===== config.mk =====
export PLATFORM = sky130hd
export DESIGN_NAME = pram_loader_flat
export DESIGN_NICKNAME = d
export VERILOG_FILES = /design/src/rtl/pram_pkg.sv /design/src/rtl/pram_loader_if.sv /design/src/rtl/pram_loader_csum.sv /design/src/rtl/pram_loader.sv /design/src/flat_wrapper.sv
export SDC_FILE = /design/constraint.sdc
export NUM_CORES = 1
export LEC_CHECK = 0
export ABC_AREA = 1
export BUFFER_PORTS_ARGS = -buffer_cell sky130_fd_sc_hd__buf_2
export CORE_MARGIN = 5
export CORE_UTILIZATION = 53
export CTS_CLUSTER_DIAMETER = 40
export DETAILED_ROUTE_END_ITERATION = 12
export PLACE_DENSITY = 0.83
export SETUP_SLACK_MARGIN = 0.05
export SLEW_MARGIN = 20
export SYNTH_ARGS = -nofsm -noshare
export SYNTH_HDL_FRONTEND = slang
export SYNTH_SLANG_ARGS = --single-unit

===== constraint.sdc =====
create_clock -name clk -period 2.2 [get_ports clk]
set_input_delay 0.11 -clock clk [delete_from_list [all_inputs] [get_ports clk]]
set_output_delay 0.11 -clock clk [all_outputs]
set_load 0.02 [all_outputs]

===== src/rtl/pram_pkg.sv =====
// Shared PRAM definitions: loader state encoding, default widths, PRAM depth.
// Imported by the loader, its interface and anything modelling the PRAM.
package pram_pkg;

  localparam int DEF_ADDR_W = 16;
  localparam int DEF_DATA_W = 8;
  localparam int PRAM_DEPTH = 1 << DEF_ADDR_W;

  typedef enum logic [2:0] {
    IDLE,
    LEN_LO,
    LEN_HI,
    LOAD,
    CHK,
    FIN
  } state_t;

endpackage


===== src/rtl/pram_loader_if.sv =====
// Host byte stream + PRAM write port + status of the PRAM loader.
// slave: loader side; master: host/PRAM side.
interface pram_loader_if
  import pram_pkg::*;
#(
  parameter int ADDR_W = DEF_ADDR_W,
  parameter int DATA_W = DEF_DATA_W
);

  logic              start;
  logic [7:0]        in_data;
  logic              in_valid;
  logic              in_ready;
  logic [ADDR_W-1:0] wr_addr;
  logic [DATA_W-1:0] wr_data;
  logic              wr_en;
  logic              busy;
  logic              done;
  logic              error;

  modport slave (
    input  start, in_data, in_valid,
    output in_ready, wr_addr, wr_data, wr_en,
    output busy, done, error
  );

  modport master (
    output start, in_data, in_valid,
    input  in_ready, wr_addr, wr_data, wr_en,
    input  busy, done, error
  );

endinterface


===== src/rtl/pram_loader_csum.sv =====
// 8-bit modular sum of loaded bytes with clear, add and compare.
// Ports: clk/reset, clr, add, din (byte to add), cmp (byte to compare), match.
module pram_loader_csum (
  input  logic       clk,
  input  logic       reset,
  input  logic       clr,
  input  logic       add,
  input  logic [7:0] din,
  input  logic [7:0] cmp,
  output logic       match
);

  logic [7:0] sum;

  always_ff @(posedge clk or posedge reset) begin
    if (reset) begin
      sum <= '0;
    end else if (clr) begin
      sum <= '0;
    end else if (add) begin
      sum <= sum + din;
    end
  end

  assign match = (sum == cmp);

endmodule


===== src/rtl/pram_loader.sv =====
// PRAM loader: takes a 16-bit length (LSB first) then N bytes, writes PRAM.
// Ports: clk, reset (async high), bus (pram_loader_if.slave).
// Option: PRAM_LOADER_CHECKSUM_EN adds a trailing 8-bit sum byte check.
module pram_loader
  import pram_pkg::*;
#(
  parameter int ADDR_W = DEF_ADDR_W,
  parameter int DATA_W = DEF_DATA_W,
  parameter logic [ADDR_W-1:0] BASE_ADDR = '0
) (
  input  logic clk,
  input  logic reset,
  pram_loader_if.slave bus
);

  // Largest length that fits the address space without aliasing.
  localparam logic [31:0] MAX_N =
    (ADDR_W >= 16) ? 32'h0001_0000 : (32'd1 << ADDR_W);

  state_t            state;
  logic [15:0]       len;
  logic [15:0]       idx;
  logic [ADDR_W-1:0] addr_nx;
  logic [ADDR_W-1:0] wr_addr;
  logic [DATA_W-1:0] wr_data;
  logic              wr_en;
  logic              done;
  logic              error;
  logic              in_ready;
  logic              xfer;
  logic [15:0]       len_n;
  logic              too_long;

  assign in_ready = (state == LEN_LO) || (state == LEN_HI) ||
                    (state == LOAD) || (state == CHK);
  assign xfer     = bus.in_valid & in_ready;
  assign len_n    = {bus.in_data, len[7:0]};
  assign too_long = {16'h0, len_n} > MAX_N;

`ifdef PRAM_LOADER_CHECKSUM_EN
  logic csum_ok;

  pram_loader_csum u_csum (
    .clk   (clk),
    .reset (reset),
    .clr   ((state == IDLE) & bus.start),
    .add   ((state == LOAD) & xfer),
    .din   (bus.in_data),
    .cmp   (bus.in_data),
    .match (csum_ok)
  );
`endif

  always_ff @(posedge clk or posedge reset) begin
    if (reset) begin
      state   <= IDLE;
      len     <= '0;
      idx     <= '0;
      addr_nx <= BASE_ADDR;
      wr_addr <= BASE_ADDR;
      wr_data <= '0;
      wr_en   <= 1'b0;
      done    <= 1'b0;
      error   <= 1'b0;
    end else begin
      wr_en <= 1'b0;
      done  <= 1'b0;
      unique case (state)
        IDLE: begin
          if (bus.start) begin
            state   <= LEN_LO;
            error   <= 1'b0;
            idx     <= '0;
            len     <= '0;
            addr_nx <= BASE_ADDR;
          end
        end
        LEN_LO: begin
          if (xfer) begin
            len[7:0] <= bus.in_data;
            state    <= LEN_HI;
          end
        end
        LEN_HI: begin
          if (xfer) begin
            len[15:8] <= bus.in_data;
            if (len_n == 16'h0) begin
              state <= FIN;
            end else if (too_long) begin
              error <= 1'b1;
              state <= FIN;
            end else begin
              state <= LOAD;
            end
          end
        end
        LOAD: begin
          if (xfer) begin
            wr_en   <= 1'b1;
            wr_addr <= addr_nx;
            wr_data <= DATA_W'(bus.in_data);
            addr_nx <= addr_nx + 1'b1;
            idx     <= idx + 16'd1;
            if (idx == len - 16'd1) begin
`ifdef PRAM_LOADER_CHECKSUM_EN
              state <= CHK;
`else
              state <= FIN;
`endif
            end
          end
        end
        CHK: begin
`ifdef PRAM_LOADER_CHECKSUM_EN
          if (xfer) begin
            if (!csum_ok) error <= 1'b1;
            state <= FIN;
          end
`else
          state <= FIN;
`endif
        end
        FIN: begin
          done  <= 1'b1;
          state <= IDLE;
        end
        default: state <= IDLE;
      endcase
    end
  end

  assign bus.in_ready = in_ready;
  assign bus.wr_addr  = wr_addr;
  assign bus.wr_data  = wr_data;
  assign bus.wr_en    = wr_en;
  assign bus.busy     = (state != IDLE);
  assign bus.done     = done;
  assign bus.error    = error;

endmodule


===== src/flat_wrapper.sv =====
// flat-port wrapper written by rule: the top's interface ports become plain ports
module pram_loader_flat import pram_pkg::*;
#(
  parameter int ADDR_W = DEF_ADDR_W,
  parameter int DATA_W = DEF_DATA_W,
  parameter logic [ADDR_W-1:0] BASE_ADDR = '0
)
  (clk, reset, bus_start, bus_in_data, bus_in_valid, bus_in_ready, bus_wr_addr, bus_wr_data, bus_wr_en, bus_busy, bus_done, bus_error);
  pram_loader_if #(.ADDR_W(ADDR_W), .DATA_W(DATA_W)) bus_i ();
  input  logic clk;
  input  logic reset;
  input wire logic [$bits(bus_i.start)-1:0] bus_start;
  input wire logic [$bits(bus_i.in_data)-1:0] bus_in_data;
  input wire logic [$bits(bus_i.in_valid)-1:0] bus_in_valid;
  output wire logic [$bits(bus_i.in_ready)-1:0] bus_in_ready;
  output wire logic [$bits(bus_i.wr_addr)-1:0] bus_wr_addr;
  output wire logic [$bits(bus_i.wr_data)-1:0] bus_wr_data;
  output wire logic [$bits(bus_i.wr_en)-1:0] bus_wr_en;
  output wire logic [$bits(bus_i.busy)-1:0] bus_busy;
  output wire logic [$bits(bus_i.done)-1:0] bus_done;
  output wire logic [$bits(bus_i.error)-1:0] bus_error;
  assign bus_i.start = bus_start;
  assign bus_i.in_data = bus_in_data;
  assign bus_i.in_valid = bus_in_valid;
  assign bus_in_ready = bus_i.in_ready;
  assign bus_wr_addr = bus_i.wr_addr;
  assign bus_wr_data = bus_i.wr_data;
  assign bus_wr_en = bus_i.wr_en;
  assign bus_busy = bus_i.busy;
  assign bus_done = bus_i.done;
  assign bus_error = bus_i.error;
  pram_loader #(.ADDR_W(ADDR_W), .DATA_W(DATA_W), .BASE_ADDR(BASE_ADDR)) u_core (.clk(clk), .reset(reset), .bus(bus_i));
endmodule

==> metrics.txt <==
outcome=complete, no violations; length of the first detailed-routing pass in iterations=5; Placement Setup Slack=0.09195 ns; synthesized flop and latch total=77; CP Capture Type=register; CTS Buf Count=9; average footprint of a synthesized cell=7.525 sq um; layout cells sized above 1=0.1502; Synth cell types=35; number of setup violations in the final report=0; Hold Path Class=input port to register; global-route wire length before repair=16910 um; register area share after synthesis=0.4655; global route total overflow=0; top-level port count=41; leakage=0.002385 uW; global-route met1 utilization=0.2617; via count=3750; Synth area leader=dfrtp_1; Clock Latency Late Sink=0.36 ns; root buffer selected by CTS=clkbuf_8; Num Clock Sinks=77; NumNets Final=617; CP Data Required Time=2.49 ns; asr flop ratio synth=1.000; maximum number of buffers from clock root to sink=2; dominant cell by count in the synthesized netlist=nand2_1; power density relative to cell area=1161 mW/mm^2; final-report hold violation count=0; path type of the worst setup path=register to register; clock tree from TritonCTS=yes; number of antenna cells inserted=0; Startpoint Class=register; GPL Wtd Cong=0.8930; iteration-0 DRC count of the detailed router=378; wire length per cell=13.80 um; total die area=0.009677 sq mm; worst hold slack=0.04303 ns; Worst Path Arrival=2.29 ns; Clock transition at path regs=0.08 ns; WL final=9768 um; biggest area contributors in the synthesized netlist=dfrtp_1 (47%), nand2_1 (13%), inv_1 (7.5%); final setup TNS=0 ns; number of max-slew violations in the final report=0; core footprint=0.007647 sq mm; Area Growth Syn to Fin=15.08%; largest fanout on the critical path=15; netlist area before placement=0.004139 sq mm; relative max-transition margin=0.4997; maximum frequency from static timing analysis=500.4 MHz; final critical-path required period=1.999 ns; Synth Warn #=0; Power Total=5529 uW; Die Ht=98.37 um; Clock Skews=0.008246 ns; met3 capacity usage during global routing=0.04429; count of input and output buffers=39; initial antenna violation count=0; H-Tree Depth=3; Synth Instances=550; final worst path period share=0.9084; Total Routing Usage GR=0.2137; drt drc=0; maximum number of pins on one net before global-route repair=48; Max rail drop VDD=595.5 uV; layer carrying the most global-route usage=met2; Via density=5.297; GR Layer Usage met2=0.3614; number of maximum-capacitance violations=0; effective utilization at floorplan=0.5412; Rows=32; vias in the first global route=3663; remaining antenna violation count after routing=0; die boundary width=98.37 um; setup repair after global routing missed its margin=true; Commonest cells post-synth=nand2_1 (138), inv_1 (83), dfrtp_1 (77); share of the synthesized area in the top cell type=0.4655; number of enable flip-flop cells after synthesis=0; min setup slack post-route=0.2015 ns; dominant synthesized flop cell=dfrtp_1; detailed placer's ending HPWL=7267 um; Net Count, Synth=566; worst slew pin tran=0.7493 ns
==> logic make-up after synthesis <==
kind of cell	after synthesis	share of synthesized area
AND/OR/NAND/NOR	273	0.2869
adder cells (fa/ha/maj)	4	0.01209
buffers and inverters	96	0.09129
other	1	0.0009060
AO/OA/AOI/OAI	81	0.1052
XOR/XNOR	18	0.03809
flip-flops	77	0.4655
==> cell type report <==
type | count | area (sq um)
clock inverters | 6 | 68.82
repair buffers | 51 | 300.3
clock buffers | 10 | 137.6
inverters | 85 | 331.6
fillers | 653 | 2884
multi-input cells | 377 | 1871
flip-flops and latches | 77 | 1927
well taps | 102 | 127.6
==> critical path, stage by stage, from the launching register on <==
cell,delay (ns)
dfrtp_1,0.45
nor2_2,0.19
nand2_2,0.14
nor2_4,0.15
inv_1,0.10
nand2_4,0.17
clkinv_8,0.11
nand2_2,0.17
buf_4,0.20
o21ai_0,0.10
a21oi_1,0.13
==> metrics by stage <==
stage / instance area (sq um) / cells / utilization
6_report: 4763 / 708 / 0.6229
5_1_grt: 4763 / 708 / 0.6229
4_1_cts: 4702 / 706 / 0.6149
3_5_place_dp: 4486 / 689 / 0.5866
3_3_place_gp: 4486 / 689 / 0.5866
2_1_floorplan: 4139 / 550 / -
==> path summary, 6_finish.rpt <==
check,startpoint,endpoint,slack (ns),cells after the start
setup / recovery,u_core.state[0],u_core.addr_nx[9],0.20,10
hold / removal,bus_in_data[7],u_core.len[7],0.04,3
setup reg to reg,u_core.state[0],u_core.addr_nx[9],0.20,10
hold reg to reg,u_core.bus.wr_addr[10],u_core.bus.wr_addr[10],0.49,2
max in group asynchronous,reset,u_core.len[14],1.09,4
min in group asynchronous,reset,u_core.bus.wr_addr[1],0.43,3
==> per-layer routing <==
layer | wire, um | vias up | share of wire
met2 | 4732 | 123 | 0.48
met5 | 0 | - | 0
met4 | 339 | 0 | 0.035
met1 | 4187 | 1750 | 0.43
li1 | - | 1850 | -
met3 | 509 | 27 | 0.052
==> where the power goes <==
group	switching, uW	internal [uW]
Combinational	1700	848
Clock	556	563
Sequential	202	1660
==> registers in the layout, summed over array words and instances, names as in the netlist <==
register and flops:
u_core.idx 16, u_core.addr_nx 16, u_core.len 16, u_core.state 3, u_core.bus.wr_en 1, u_core.bus.done 1
u_core.bus.wr_data 8, u_core.bus.wr_addr 16
==> cell usage in the layout, fill, tap and decap left out, types with 2 or more instances in the layout <==
cell type and instances:
a211oi_1 2, nand4_1 9, nor4_1 3, xor2_1 9
a21oi_1 18, nor2_1 48, xnor2_1 9, nand3_1 40
nand2_1 136, dfrtp_1 77, ha_1 3, o31ai_1 2
nor3_1 12, inv_2 2, inv_6 2, clkbuf_8 10
nor2_4 4, o21ai_0 54, buf_4 10, nor2_2 7
inv_1 82, nand3b_1 3, or2_2 2, buf_2 39
nand2_2 4
==> repair_timing <==
action | CTS | global route
buffers inserted | 0 | 2
hold endpoints to repair | 35 | 0
hold buffers | 1 | 0
gates resized for setup | 0 | 15
setup endpoints to repair | 0 | 23
Note: power is estimated with default switching activity, not from simulation.
